$ cat src/rtl/recon_pkg.sv
// ---------------------------------------------------------------------------
// recon_pkg
// Shared constants and types for the reconfiguration frame filter.
//   - Byte offsets of the header fields inspected in beat 0
//     (Ethernet II / IPv4 / UDP), plus the RMT and recon header sizes.
//   - Field values identifying an IPv4/UDP frame.
//   - Frame-classification FSM state type.
// ---------------------------------------------------------------------------
package recon_pkg;

   // Byte offsets from the start of the frame (byte n = tdata[8n+:8]).
   localparam int ETH_TYPE_OFS    = 12;
   localparam int IP_VER_OFS      = 14;
   localparam int IP_PROTO_OFS    = 23;
   localparam int UDP_DPORT_OFS   = 36;

   // Eth/IP/RMT header followed by the 8-byte recon header.
   localparam int RMT_HDR_BYTES   = 46;
   localparam int RECON_HDR_BYTES = 8;

   localparam logic [15:0] ETHERTYPE_IPV4 = 16'h0800;
   localparam logic [7:0]  IPPROTO_UDP    = 8'd17;
   localparam logic [3:0]  IP_VERSION_4   = 4'd4;

   typedef enum logic [1:0] {
      HEAD = 2'd0,   // waiting for the first beat of a frame
      PASS = 2'd1,   // forwarding the rest of a matching frame
      DROP = 2'd2    // discarding the rest of a non-matching frame
   } filt_state_t;

endpackage

$ cat src/rtl/axis_skid_buf.sv
// ---------------------------------------------------------------------------
// axis_skid_buf
// Two-entry AXI-Stream buffer with registered storage. A beat written in one
// cycle is presented on the output in the next cycle, and one beat per cycle
// streams through while the downstream side stays ready.
// Ports:
//   clk, rst             clock / synchronous active-high reset (flushes)
//   s_t*_i / s_tready_o  upstream side; s_tready_o = buffer not full
//   m_t*_o / m_tready_i  downstream side; m_tvalid_o = buffer not empty
// ---------------------------------------------------------------------------
module axis_skid_buf #(
   parameter int DATA_WIDTH = 512,
   parameter int KEEP_WIDTH = DATA_WIDTH / 8
) (
   input  logic                  clk,
   input  logic                  rst,
   input  logic [DATA_WIDTH-1:0] s_tdata_i,
   input  logic [KEEP_WIDTH-1:0] s_tkeep_i,
   input  logic                  s_tlast_i,
   input  logic                  s_tvalid_i,
   output logic                  s_tready_o,
   output logic [DATA_WIDTH-1:0] m_tdata_o,
   output logic [KEEP_WIDTH-1:0] m_tkeep_o,
   output logic                  m_tlast_o,
   output logic                  m_tvalid_o,
   input  logic                  m_tready_i
);

   localparam int ENTRY_W = DATA_WIDTH + KEEP_WIDTH + 1;

   logic [ENTRY_W-1:0] mem_q [2];
   logic               wr_ptr_q;
   logic               rd_ptr_q;
   logic [1:0]         count_q;
   logic [1:0]         count_d;
   logic               push;
   logic               pop;

   assign s_tready_o = (count_q != 2'd2);
   assign m_tvalid_o = (count_q != 2'd0);
   assign push       = s_tvalid_i && s_tready_o;
   assign pop        = m_tvalid_o && m_tready_i;

   always_comb begin
      count_d = count_q + {1'b0, push} - {1'b0, pop};
   end

   always_ff @(posedge clk) begin
      if (rst) begin
         wr_ptr_q <= 1'b0;
         rd_ptr_q <= 1'b0;
         count_q  <= 2'd0;
      end else begin
         if (push) wr_ptr_q <= ~wr_ptr_q;
         if (pop)  rd_ptr_q <= ~rd_ptr_q;
         count_q <= count_d;
      end
   end

   // Payload storage needs no reset: count_q alone decides what is valid.
   always_ff @(posedge clk) begin
      if (push) mem_q[wr_ptr_q] <= {s_tlast_i, s_tkeep_i, s_tdata_i};
   end

   assign {m_tlast_o, m_tkeep_o, m_tdata_o} = mem_q[rd_ptr_q];

endmodule

$ cat src/rtl/recon_frame_filter.sv
// ---------------------------------------------------------------------------
// recon_frame_filter
// Ingress filter in front of the bitstream stream-capture block. Beat 0 of
// each AXI-Stream frame is classified (Ethernet II / IPv4 / UDP / recon
// destination port / header bytes present); matching frames are forwarded
// bit-exact through a 2-entry buffer, everything else is silently dropped.
// Ports:
//   clk, rst           clock / synchronous active-high reset
//   s_axis_*           ingress stream from the MAC/RX path
//   m_axis_*           filtered stream towards the capture block
//   frame_pass/drop    registered one-cycle pulse per classified frame
// Optional build macro RECON_FILTER_STATS_EN adds:
//   stat_clr           synchronous clear of both counters (wins over increment)
//   stat_pass_cnt/     saturating 32-bit counts of frame_pass / frame_drop
//   stat_drop_cnt
// ---------------------------------------------------------------------------
module recon_frame_filter
   import recon_pkg::*;
#(
   parameter int          DATA_WIDTH     = 512,
   parameter int          KEEP_WIDTH     = DATA_WIDTH / 8,
   parameter logic [15:0] RECON_UDP_PORT = 16'h4D52,
   parameter int          MIN_HDR_BYTES  = RMT_HDR_BYTES + RECON_HDR_BYTES
) (
   input  logic                  clk,
   input  logic                  rst,
   input  logic [DATA_WIDTH-1:0] s_axis_tdata,
   input  logic [KEEP_WIDTH-1:0] s_axis_tkeep,
   input  logic                  s_axis_tvalid,
   input  logic                  s_axis_tlast,
   output logic                  s_axis_tready,
   output logic [DATA_WIDTH-1:0] m_axis_tdata,
   output logic [KEEP_WIDTH-1:0] m_axis_tkeep,
   output logic                  m_axis_tvalid,
   output logic                  m_axis_tlast,
   input  logic                  m_axis_tready,
   output logic                  frame_pass,
`ifdef RECON_FILTER_STATS_EN
   input  logic                  stat_clr,
   output logic [31:0]           stat_pass_cnt,
   output logic [31:0]           stat_drop_cnt,
`endif
   output logic                  frame_drop
);

   filt_state_t state_q, state_d;
   logic        pass_q, pass_d;
   logic        drop_q, drop_d;
   logic        buf_ready;
   logic        buf_valid_in;
   logic        s_fire;
   logic        hdr_match;

   logic [15:0] eth_type;
   logic [3:0]  ip_ver;
   logic [7:0]  ip_proto;
   logic [15:0] udp_dport;
   logic        keep_ok;

   // Header fields are big-endian on the wire: lower byte index = MSB.
   assign eth_type  = {s_axis_tdata[8*ETH_TYPE_OFS +: 8],
                       s_axis_tdata[8*(ETH_TYPE_OFS+1) +: 8]};
   assign ip_ver    = s_axis_tdata[8*IP_VER_OFS+4 +: 4];
   assign ip_proto  = s_axis_tdata[8*IP_PROTO_OFS +: 8];
   assign udp_dport = {s_axis_tdata[8*UDP_DPORT_OFS +: 8],
                       s_axis_tdata[8*(UDP_DPORT_OFS+1) +: 8]};
   assign keep_ok   = &s_axis_tkeep[MIN_HDR_BYTES-1:0];

   assign hdr_match = (eth_type == ETHERTYPE_IPV4) && (ip_ver == IP_VERSION_4) &&
                      (ip_proto == IPPROTO_UDP) && (udp_dport == RECON_UDP_PORT) &&
                      keep_ok;

   // Ready never looks at hdr_match: in HEAD a beat is taken whenever the
   // buffer has room, and its fate is decided in that same cycle.
   assign s_axis_tready = !rst && ((state_q == DROP) || buf_ready);
   assign s_fire        = s_axis_tvalid && s_axis_tready;
   assign buf_valid_in  = s_axis_tvalid && !rst &&
                          ((state_q == PASS) || ((state_q == HEAD) && hdr_match));

   always_comb begin
      state_d = state_q;
      pass_d  = 1'b0;
      drop_d  = 1'b0;
      if (s_fire) begin
         case (state_q)
            HEAD: begin
               if (hdr_match) begin
                  pass_d = 1'b1;
                  if (!s_axis_tlast) state_d = PASS;
               end else begin
                  drop_d = 1'b1;
                  if (!s_axis_tlast) state_d = DROP;
               end
            end
            PASS:    if (s_axis_tlast) state_d = HEAD;
            DROP:    if (s_axis_tlast) state_d = HEAD;
            default: state_d = HEAD;
         endcase
      end
   end

   always_ff @(posedge clk) begin
      if (rst) begin
         state_q <= HEAD;
         pass_q  <= 1'b0;
         drop_q  <= 1'b0;
      end else begin
         state_q <= state_d;
         pass_q  <= pass_d;
         drop_q  <= drop_d;
      end
   end

   assign frame_pass = pass_q;
   assign frame_drop = drop_q;

   axis_skid_buf #(
      .DATA_WIDTH (DATA_WIDTH),
      .KEEP_WIDTH (KEEP_WIDTH)
   ) u_skid (
      .clk        (clk),
      .rst        (rst),
      .s_tdata_i  (s_axis_tdata),
      .s_tkeep_i  (s_axis_tkeep),
      .s_tlast_i  (s_axis_tlast),
      .s_tvalid_i (buf_valid_in),
      .s_tready_o (buf_ready),
      .m_tdata_o  (m_axis_tdata),
      .m_tkeep_o  (m_axis_tkeep),
      .m_tlast_o  (m_axis_tlast),
      .m_tvalid_o (m_axis_tvalid),
      .m_tready_i (m_axis_tready)
   );

`ifdef RECON_FILTER_STATS_EN
   logic [31:0] pass_cnt_q;
   logic [31:0] drop_cnt_q;

   always_ff @(posedge clk) begin
      if (rst || stat_clr) begin
         pass_cnt_q <= '0;
         drop_cnt_q <= '0;
      end else begin
         if (pass_q && (pass_cnt_q != 32'hFFFF_FFFF)) pass_cnt_q <= pass_cnt_q + 32'd1;
         if (drop_q && (drop_cnt_q != 32'hFFFF_FFFF)) drop_cnt_q <= drop_cnt_q + 32'd1;
      end
   end

   assign stat_pass_cnt = pass_cnt_q;
   assign stat_drop_cnt = drop_cnt_q;
`endif

endmodule

$ cat config.mk
export PLATFORM = sky130hd
export DESIGN_NAME = recon_frame_filter
export DESIGN_NICKNAME = d
export VERILOG_FILES = /design/src/rtl/recon_pkg.sv /design/src/rtl/axis_skid_buf.sv /design/src/rtl/recon_frame_filter.sv
export SDC_FILE = /design/constraint.sdc
export NUM_CORES = 1
export LEC_CHECK = 0
export CAP_MARGIN = 20
export CORE_AREA = 3 3 454 456
export CTS_BUF_LIST = sky130_fd_sc_hd__clkbuf_4 sky130_fd_sc_hd__clkbuf_8
export CTS_CLUSTER_DIAMETER = 30
export DETAILED_ROUTE_END_ITERATION = 6
export DIE_AREA = 0 0 457 459
export PLACE_DENSITY_LB_ADDON = 0.08
export SLEW_MARGIN = 20
export SYNTH_ARGS = -nofsm -noshare
export SYNTH_HDL_FRONTEND = slang
export SYNTH_SLANG_ARGS = --single-unit
$ cat constraint.sdc
create_clock -name clk -period 28.8 [get_ports clk]
set_clock_uncertainty 0.1 [all_clocks]
set_input_delay 5.76 -clock clk [delete_from_list [all_inputs] [get_ports clk]]
set_output_delay 5.76 -clock clk [all_outputs]
set_load 0.005 [all_outputs]
**Yosys cells after proc, flatten, opt, wreduce, memory -nomap -nowiden**

Memories as Yosys holds them, arrays and structs flattened. A register that Yosys moved wholly into a read port is not among the register bits.
Index checks and enable logic that the tools add are counted.

- Register bits: 8
- Bits in writable memories: 1154
- Input bits: 581
- Output and inout port bits: 581
- Word-level logic and storage cells: 53
- Memories: 1

- Add/sub/neg operators: 2
- Eq/ne operators: 9
- Mux-type cells: 11
- Bitwise gates (word level): 4
- Reductions and logical operators: 20

Memories:

| name | depth | width | rd ports | clocked after Yosys merged registers in | write ports | RTL line | source |
|---|---|---|---|---|---|---|---|
| u_skid.mem_q | 2 | 577 | 1 | 1 | 1 | axis_skid_buf.sv:31 | `logic [ENTRY_W-1:0] mem_q [2];` |

Operator list:

| cell | number |
|---|---|
| $reduce_and A54 Y1 | 1 |
| $eq A16 B12 Y1 const B | 1 |
| $eq A16 B15 Y1 const B | 1 |
| $logic_and A1 B1 Y1 | 11 |
| $eq A8 B5 Y1 const B | 1 |
| $mux W2 | 4 |
| $mux W1 | 6 |
| $eq A4 B3 Y1 const B | 1 |
| $ne A2 B2 Y1 const B | 2 |
| $not A1 Y1 | 4 |
| $pmux W2 S2 | 1 |
| $reduce_and A3 Y1 | 1 |
| $reduce_or A3 Y1 | 1 |
| $add A2 B1 Y2 | 1 |
| $eq A2 B1 Y1 const B | 1 |
| $eq A2 B2 Y1 const B | 1 |
| $logic_not A2 Y1 | 1 |
| $logic_or A1 B1 Y1 | 2 |
| $ne A2 B1 Y1 const B | 1 |
| $reduce_bool A2 Y1 | 1 |
| $reduce_or A2 Y1 | 1 |
| $sub A2 B1 Y2 | 1 |
| $logic_not A1 Y1 | 1 |

**Logic depth before layout (Yosys ltp)**

Gate-level depths: netlist of the first run.

- Depth in word-level cells: 11
- Depth in mapped cells: 9
- Depth with buffers taken out: 9

**Hierarchy**

From an unflattened synthesis of the first run, not the netlist that was laid out.

- Cell total of the unflattened synthesis: 1919
- Area, all modules: 42782.3 sq um

Modules (own cells, without submodules):

| module | times used | cells each | area an instance (sq um) | sequential area each (sq um) |
|---|---|---|---|---|
| axis_skid_buf | 1 | 1819 | 42074.1 | 34753.3 |
| recon_frame_filter | 1 | 100 | 708.2 | 80.1 |

**Least setup slack after synthesis of the first run**

No wires, ideal clock.

- Path type: input port to flip-flop
- Start: input s_axis_tdata[191]
- End: memory u_skid.mem_q[1][0] (netlist bit) (enable)
- Setup time: 1.015 ns
- Arrival time: 20.051 ns
- Required time: 27.685 ns
- Slack: 7.633 ns
- Cell stages on the path: 6
- Buffers on the path: 0
- Cell sequence: or4b_1 > nor4_1 > nand4_1 > nor3_2 > o21a_2 > and2_1

- Word-level cells in the longest chain between the ends: 10

Ends and longest elaborated chain:

| item | RTL line | source |
|---|---|---|
| start: declaration | recon_frame_filter.sv:27 | `input logic [DATA_WIDTH-1:0] s_axis_tdata,` |
| $eq A8 B5 Y1 | recon_frame_filter.sv:70 | `(ip_proto == IPPROTO_UDP) && (udp_dport == RECON_UDP_PORT) &&` |
| $logic_and A1 B1 Y1 | recon_frame_filter.sv:69 | `assign hdr_match = (eth_type == ETHERTYPE_IPV4) && (ip_ver == IP_VERSION_4) &&` |
| $logic_and A1 B1 Y1 (2 in a row) | recon_frame_filter.sv:70 |  |
| $logic_and A1 B1 Y1 | recon_frame_filter.sv:78 | `((state_q == PASS) \|\| ((state_q == HEAD) && hdr_match));` |
| $logic_or A1 B1 Y1 | recon_frame_filter.sv:78 |  |
| $logic_and A1 B1 Y1 | recon_frame_filter.sv:77 | `assign buf_valid_in = s_axis_tvalid && !rst &&` |
| $logic_and A1 B1 Y1 | axis_skid_buf.sv:41 | `assign push = s_tvalid_i && s_tready_o;` |
| $mux W1 | axis_skid_buf.sv:62 | `if (push) mem_q[wr_ptr_q] <= {s_tlast_i, s_tkeep_i, s_tdata_i};` |
| $mux W1 (not written as such) | axis_skid_buf.sv:62 |  |
| end: declaration | axis_skid_buf.sv:31 |  |

Every way passes these cells.

**Final worst setup path of the first run**

- Start: input rst
- End: output s_axis_tready

- Word-level cells in the longest chain between the ends: 2

Ends and longest elaborated chain:

| item | RTL line | source |
|---|---|---|
| start: declaration | recon_frame_filter.sv:26 | `input logic rst,` |
| $logic_not A1 Y1 | recon_frame_filter.sv:75 | `assign s_axis_tready = !rst && ((state_q == DROP) \|\| buf_ready);` |
| $logic_and A1 B1 Y1 | recon_frame_filter.sv:75 |  |
| end: declaration | recon_frame_filter.sv:31 | `output logic s_axis_tready,` |

Every way passes these cells.

==> impl_metrics.toml, run 1 <==
[run_status]
outcome = "complete, no violations"

[power_and_ir_drop]
p_int_mw = 3.68
swShare_pct = 22.0
sequentialPowerShare_pct = 39.7
pwr_density_cell_nw_per_um2 = 73.4
clkPwrFrac_pct = 50.7
vdd_drop_max_uv = 38.2
finalPower_mw = 4.72
combPwrFrac_pct = 9.7
p_sw_mw = 1.04
p_leak_nw = 21.0

[timing]
setup_violations = 0
worstMarginPinSlew_ps = 1040
fmax_mhz = 75.4
fin_setup_tns_ps = 0
drv_slew = 0
period_minus_slack_ps = 13260
final_hold_viol_count = 0
rsz0062_at_grt = "no"
relSlewSlack_pct = 30.4
period_share_pct = 46.0

[synthesis]
synth_top_area_share_pct = 82.3
yosysTopAreaCell = "edfxtp_1"
yosysMostFrequentCell = "edfxtp_1"
synth_fp_nets = 2465
ys_types = 37
syn_area_sq_um = 42100
syn_avg_cell_area_sq_um = 22.4
yosysWarnings = 0
synthArstFlopShare_pct = 0
ys.flop_type = "edfxtp_1"
syn-instance-count = 1879
ys_ff_latch = 1163
yosys-top-cells-count = "edfxtp_1, mux2_2, clkbuf_1"
synth-edff-count = 1154
seq_area_frac_synth_pct = 82.7
synthTopCellsByArea = "edfxtp_1, mux2_2, clkbuf_1"

[min_path]
min_path_type = "reg2reg"
hold_path_end = "u_skid.wr_ptr_q$_SDFFE_PP0N_"
worst_hold_startpoint = "u_skid.wr_ptr_q$_SDFFE_PP0N_"
whs_path_depth = 1

[grt]
grt_pass1_wl_um = 210000
grt-ovfl-total = 0
grt_max_degree = 158
first_global_vias = 27100
grtUsageTotal_pct = 14.3
antenna_found_initial = 88

[clock_network]
cts_buffer_depth = 4
cts.sinks = 1163
clkTransAtPathRegs_ps = 40
cts_setup_buffers = 0
cts_made_buffers = 340
h-tree-depth = 5
clk_latency_ps = 990
cts_tree = "done"
cts_hold_buf = 0
cts_root_buffer = "clkbuf_8"
cts_resized = 0

[floorplanning]
rows = 165
die-width_um = 457
die_h_um = 459
ioPinCount = 1162
dieArea_sq_um = 210000
start_util_pct = 20.8
core_sq_um = 202000

[setup_path]
path_common_cell = "clkdlybuf4s50_1"
path_delay_family = "buffers and inverters"
cp-end-kind = "output port"
worstRegToRegCells = 9
required_ps = 22940
worstSetupPathType = "in2out"
critical_path_buf_inv_count = 2
critPathMaxStageDelay_ps = 660
cp-start-kind = "input pin"
crit_arrival_ps = 7400
timing.rr.start = "state_q[1]$_SDFFE_PP0P_"
crit_fanout = 9
regToRegSetupSlack_ps = 23630
cp_cell_sequence = "clkdlybuf4s50_1, a21oi_1, clkdlybuf4s50_1"
crit_slowest_cell = "clkdlybuf4s50_1"
reg2reg_to = "u_skid.mem_q[1][317]$_DFFE_PP_"

[final_layout]
nets = 3926
final_cells = 6287
final_util_pct = 31.8
fillers = 19700
multi_input_area_sq_um = 7020
areaGrowthSynthToFinish_pct = 52.7
drive_gt1_share_pct = 31.4
regArea_sq_um = 34800

[routing]
ant_nets = 0
drt_iter0_drc = 1305
dr.pass1.iters = 5
wl_per_cell_um = 24.7
vias = 24300
drc = 0
wirelength_um = 156000
vias_per_cell = 3.87

[placement]
io_buffers = 1161
hpwl_um = 112000
gp_congestion = 0.789
dp.cells = 5669

[job]
cap_violations = 0
==> per-layer routing <==
layer	up-vias	GRT usage (%)	wire length, um
met5	-	0	496
li1	10600	-	-
met1	12100	14.1	53300
met2	1115	25.2	79200
met4	74	4.77	4320
met3	353	8.16	18200
==> how the worst max path moves through the flow <==
stage	start	to	cells after the start
global placement	rst	s_axis_tready	3
global route	rst	s_axis_tready	3
finish	rst	s_axis_tready	3
detailed placement	rst	s_axis_tready	3
floorplan	s_axis_tdata[191]	u_skid.mem_q[1][0]$_DFFE_PP_	6
CTS	rst	s_axis_tready	3
==> power groups by stage <==
stage	registers (mW)	clock network [mW]	logic, mW
2_1_floorplan	1.90	0	0.161
3_3_place_gp	1.90	0	0.465
3_5_place_dp	1.90	0	0.467
4_1_cts	1.87	2.48	0.471
5_1_grt	1.87	2.59	0.484
6_report	1.87	2.39	0.456
==> cell type report <==
| cell class | instances | share of cell area (%) |
|---|---|---|
| multi-input combinational | 646 | 10.9 |
| inverter | 5 | 0.0292 |
| clock inverter | 205 | 3.31 |
| clock buffer | 382 | 7.79 |
| tap | 2672 | 5.20 |
| sequential | 1163 | 54.2 |
| timing repair buffer | 1184 | 18.5 |
| antenna | 30 | 0.117 |
==> registers in the layout, indices dropped and copies added, names as in the netlist, named ones only <==
signal	cells
frame_drop	1
frame_pass	1
state_q	2
u_skid.count_q	2
u_skid.mem_q	1154
u_skid.rd_ptr_q	1
u_skid.wr_ptr_q	1
==> metrics by stage <==
stage	setup slack, ps	cell area [sq um]	hold WS, ps
3_5_place_dp	15530	57100	379
3_3_place_gp	15570	57100	377
6_report	15540	64300	395
4_1_cts	15510	64200	391
2_1_floorplan	7630	42100	335
5_1_grt	15370	64200	410
==> kinds of logic after synthesis <==
| kind of cell | after synthesis | synth area share (%) |
|---|---|---|
| muxes | 578 | 15.5 |
| xor gates and xnor gates | 3 | 0.0624 |
| and+or+nand+nor | 55 | 0.871 |
| DFF | 1163 | 82.7 |
| buffers and inverters | 70 | 0.633 |
| adders and majority gates | 5 | 0.149 |
| AOI/OAI and AO/OA | 5 | 0.0803 |
==> cell usage in the layout, fill, tap and decap left out, types with 6 or more instances in the layout <==
| cell | n |
|---|---|
| clkbuf_4 | 40 |
| clkinvlp_4 | 27 |
| mux2_2 | 577 |
| clkinv_2 | 58 |
| diode_2 | 30 |
| clkbuf_8 | 342 |
| bufinv_16 | 44 |
| dfxtp_1 | 8 |
| nor4_1 | 6 |
| clkdlybuf4s50_1 | 1161 |
| clkinv_1 | 70 |
| edfxtp_1 | 1154 |
| buf_4 | 18 |
| nand4_1 | 14 |
Note: power is estimated with default switching activity, not from simulation.
==> run 2: changes to the inputs <==
- clock period: 28.8 -> 13.4 ns (I/O delays scaled with it)
==> impl_metrics.toml, run 2 (synthesis gave the netlist of run 1 again) <==
[final_layout]
drive_gt1_share_pct = 31.2
largest-register = "u_skid.mem_q"
final_area_sq_um = 64100
final_cell_mix = "clkdlybuf4s50_1, edfxtp_1, mux2_2, clkbuf_8, clkinv_1"
largestRegisters = "u_skid.mem_q: 1154 flops, state_q: 2 flops, u_skid.count_q: 2 flops"
fillers = 19700
nets = 3919
areaGrowthSynthToFinish_pct = 52.2
layout_commonest_cell = "clkdlybuf4s50_1"
largest_register_ffs = 1154

[setup_path]
cp_cell_sequence = "buf_4, buf_4, mux2_2, clkdlybuf4s50_1"
worstSetupPathType = "reg2out"
crit_fanout = 69
crit_arrival_ps = 4510
critical_path_buf_inv_count = 3
regToRegSetupSlack_ps = 9640
path_common_cell = "buf_4"
cp-end-kind = "output port"
cp-start-kind = "flip-flop"
required_ps = 10620
critPathMaxStageDelay_ps = 890
crit_slowest_cell = "buf_4"
path_delay_family = "buffers and inverters"

[clock_network]
cts_setup_buffers = 0
cts_hold_buf = 0
cts_made_buffers = 331
clkTransAtPathRegs_ps = 50
h-tree-depth = 5
clk_latency_ps = 950
cts_tree = "done"
cts_buffer_depth = 4
cts_resized = 0
cts.sinks = 1163
cts_root_buffer = "clkbuf_8"

[timing]
relSlewSlack_pct = 29.7
drv_slew = 0
period_minus_slack_ps = 7290
setup_violations = 0
fin_setup_tns_ps = 0
fmax_mhz = 137
worstMarginPinSlew_ps = 1050
rsz0062_at_grt = "no"
final_hold_viol_count = 0
period_share_pct = 54.4

[floorplanning]
ioPinCount = 1162
die_h_um = 459
die-width_um = 457
start_util_pct = 20.8
dieArea_sq_um = 210000
rows = 165
core_sq_um = 202000

[grt]
grt_pass1_wl_um = 209000
antenna_found_initial = 86
grt_max_degree = 147
grtUsageTotal_pct = 14.3
grt-ovfl-total = 0
first_global_vias = 26900

[min_path]
min_path_type = "reg2reg"

[job]
cap_violations = 0

[power_and_ir_drop]
p_leak_nw = 20.9
finalPower_mw = 9.98
pwr_density_cell_nw_per_um2 = 156
vdd_drop_max_uv = 74.7

[placement]
io_buffers = 1161
placed_area_sq_um = 57100
hpwl_um = 113000
gp_congestion = 0.815

[routing]
wl_per_cell_um = 24.7
drc = 0
ant_nets = 0
vias = 24300
drt_iter0_drc = 1247
wirelength_um = 155000
dr.pass1.iters = 5
vias_per_cell = 3.87

[run_status]
outcome = "complete, no violations"
-- run 2: cell count changes in the layout (fill, tap and decap cells not counted), moves of 2 or more --
cell       previous run  this run
buf_12                4         6
bufinv_16            44        37
clkbuf_4             40        55
clkbuf_8            342       335
clkinv_2             58        48
diode_2              30        26
-- run 2: layout make-up --
cell class	instances	area (sq um)	area share (%)
multi-input cells	646	7020	10.9
well taps	2672	3340	5.22
inverters	5	18.8	0.0293
diodes	26	65.1	0.102
flip-flops and latches	1163	34800	54.4
clock buffers	390	5020	7.84
repair buffers	1186	11900	18.6
clock inverters	188	1870	2.92
-- run 2: where the power goes --
part	switching, mW	leakage, nW	internal [mW]
registers	0.0103	10.4	4.01
logic	0.396	6.91	0.586
clock network	1.80	3.52	3.18
-- run 2: final timing paths --
kind / startpoint / to / depth (start not counted)
max: flip-flop / m_axis_tdata[56] / 4
min: u_skid.wr_ptr_q$_SDFFE_PP0N_ / u_skid.wr_ptr_q$_SDFFE_PP0N_ / 1
max reg2reg: state_q[1]$_SDFFE_PP0P_ / u_skid.mem_q[1][474]$_DFFE_PP_ / 8
min reg2reg: u_skid.wr_ptr_q$_SDFFE_PP0N_ / u_skid.wr_ptr_q$_SDFFE_PP0N_ / 1
-- run 2: metrics by stage --
stage                     std cells  utilization (%)  hold slack (ps)  setup slack [ps]
after detailed placement       5671             28.2              385              5130
after CTS                      6249             31.7              397              5620
after global placement         5671             28.2              367              5190
after global routing           6255             31.7              418              5650
final                          6276             31.7              386              6110
after floorplan                1879                -              335              1810
-- run 2: per-layer routing --
layer	GRT usage (%)	wire, um	up-vias	share of wire [%]
met3	8.14	18300	354	12
met1	14.1	53400	12100	35
met2	25.1	78700	1152	51
met4	4.64	4090	60	2.6
li1	-	-	10600	-
met5	0	363	-	0.23
==> run 3: changes to the inputs <==
- clock period: 13.4 -> 6.64 ns (I/O delays scaled with it)
==> impl_metrics.toml, run 3 (synthesis gave the netlist of run 1 again) <==
[power_and_ir_drop]
finalPower_mw = 20.7
vdd_drop_max_uv = 150
p_leak_nw = 21.2
pwr_density_cell_nw_per_um2 = 319

[routing]
dr.pass1.iters = 5
wirelength_um = 161000
drc = 0
wl_per_cell_um = 25.5
drt_iter0_drc = 1254
vias_per_cell = 3.86
ant_nets = 0
vias = 24400

[final_layout]
largestRegisters = "u_skid.mem_q: 1154 flops, state_q: 2 flops, u_skid.count_q: 2 flops"
nets = 3951
layout_commonest_cell = "clkdlybuf4s50_1"
final_cell_mix = "clkdlybuf4s50_1, edfxtp_1, mux2_2, clkbuf_8, clkinv_2"
areaGrowthSynthToFinish_pct = 53.9
largest-register = "u_skid.mem_q"
fillers = 19700
largest_register_ffs = 1154
drive_gt1_share_pct = 32.5
multi_input_area_sq_um = 7020
regArea_sq_um = 34800
final_area_sq_um = 64800
final_cells = 6313

[clock_network]
cts_setup_buffers = 0
cts_made_buffers = 340
clk_latency_ps = 940
cts_root_buffer = "clkbuf_8"
cts_resized = 0
clkTransAtPathRegs_ps = 40
cts_buffer_depth = 4
cts_hold_buf = 0
h-tree-depth = 5
cts_tree = "done"
cts.sinks = 1163

[timing]
setup_violations = 0
rsz0062_at_grt = "no"
worstMarginPinSlew_ps = 916
whs_ps = 379
period_share_pct = 73.1
fmax_mhz = 206
drv_slew = 0
period_minus_slack_ps = 4850
relSlewSlack_pct = 38.4
final_hold_viol_count = 0

[grt]
grt_max_degree = 124
grtUsageTotal_pct = 14.8
grt-ovfl-total = 0
grt_pass1_wl_um = 216000
antenna_found_initial = 89
first_global_vias = 27100

[setup_path]
regToRegSetupSlack_ps = 3980
crit_slowest_cell = "clkdlybuf4s50_1"
critPathMaxStageDelay_ps = 600
cp-start-kind = "flip-flop"
timing.rr.start = "state_q[1]$_SDFFE_PP0P_"
cp-end-kind = "output port"
critical_path_buf_inv_count = 3
crit_fanout = 39
path_delay_family = "buffers and inverters"
worst-path-stages = 4
crit_arrival_ps = 3420
endpoint = "m_axis_tdata[229]"
reg2reg_to = "u_skid.mem_q[0][4]$_DFFE_PP_"
worstSetupPathType = "reg2out"
worstRegToRegCells = 8
cp_cell_sequence = "buf_12, buf_4, mux2_2, clkdlybuf4s50_1"
required_ps = 5210

[floorplanning]
core_sq_um = 202000
die-width_um = 457
die_h_um = 459
ioPinCount = 1162
rows = 165
start_util_pct = 20.8
dieArea_sq_um = 210000

[placement]
io_buffers = 1161
placed_area_sq_um = 57500
dp.cells = 5695
hpwl_um = 120000
gp_congestion = 0.786

[job]
cap_violations = 0

[run_status]
outcome = "complete, no violations"

[min_path]
min_path_type = "reg2reg"
## run 3: changes by cell type in the layout (fill, tap and decap cells not counted), sizes merged
| cell | change |
|---|---|
| diode | -1 |
| clkbuf | -7 |
| bufinv | +8 |
| clkinv | -3 |
| buf | +23 |
| clkinvlp | +17 |
## run 3: report_power, final
group / leakage [nW] / total (mW) / switching (mW) / internal (mW)
clock: 3.65 / 10.6 / 3.76 / 6.81
sequential: 10.4 / 8.10 / 0.0126 / 8.09
combinational: 7.06 / 2.04 / 0.840 / 1.20
total: 21.2 / 20.7 / 4.62 / 16.1
## run 3: how the worst min path moves through the flow
stage | from | end | slack [ps] | cells after the start
finish | u_skid.wr_ptr_q$_SDFFE_PP0N_ | u_skid.wr_ptr_q$_SDFFE_PP0N_ | 380 | 1
global route | u_skid.wr_ptr_q$_SDFFE_PP0N_ | u_skid.wr_ptr_q$_SDFFE_PP0N_ | 420 | 1
CTS | u_skid.wr_ptr_q$_SDFFE_PP0N_ | u_skid.wr_ptr_q$_SDFFE_PP0N_ | 380 | 1
detailed placement | u_skid.wr_ptr_q$_SDFFE_PP0N_ | u_skid.wr_ptr_q$_SDFFE_PP0N_ | 380 | 1
global placement | u_skid.wr_ptr_q$_SDFFE_PP0N_ | u_skid.wr_ptr_q$_SDFFE_PP0N_ | 370 | 1
floorplan | u_skid.wr_ptr_q$_SDFFE_PP0N_ | u_skid.wr_ptr_q$_SDFFE_PP0N_ | 340 | 1
## run 3: metrics by stage
step	TNS [ps]	setup WS [ps]	utilization, %
3_5_place_dp	0	950	28.4
5_1_grt	0	1450	32.0
2_1_floorplan	-866510	-1010	-
6_report	0	1790	32.1
4_1_cts	0	1490	32.0
3_3_place_gp	0	1070	28.4
## run 3: final cells by class
cell class	instances	area share, %
Antenna cell	25	0.0965
Clock buffer	383	7.76
Clock inverter	210	3.50
Inverter	5	0.0290
Multi-Input combinational cell	646	10.8
Sequential cell	1163	53.8
Tap cell	2672	5.16
Timing Repair Buffer	1209	18.9
## run 3: per-layer routing
layer | wire, um | GRT usage, % | vias up
li1 | - | - | 10700
met1 | 56600 | 14.8 | 12100
met2 | 81800 | 26.0 | 1175
met3 | 18300 | 8.53 | 343
met4 | 3900 | 4.63 | 56
met5 | 349 | 0 | -
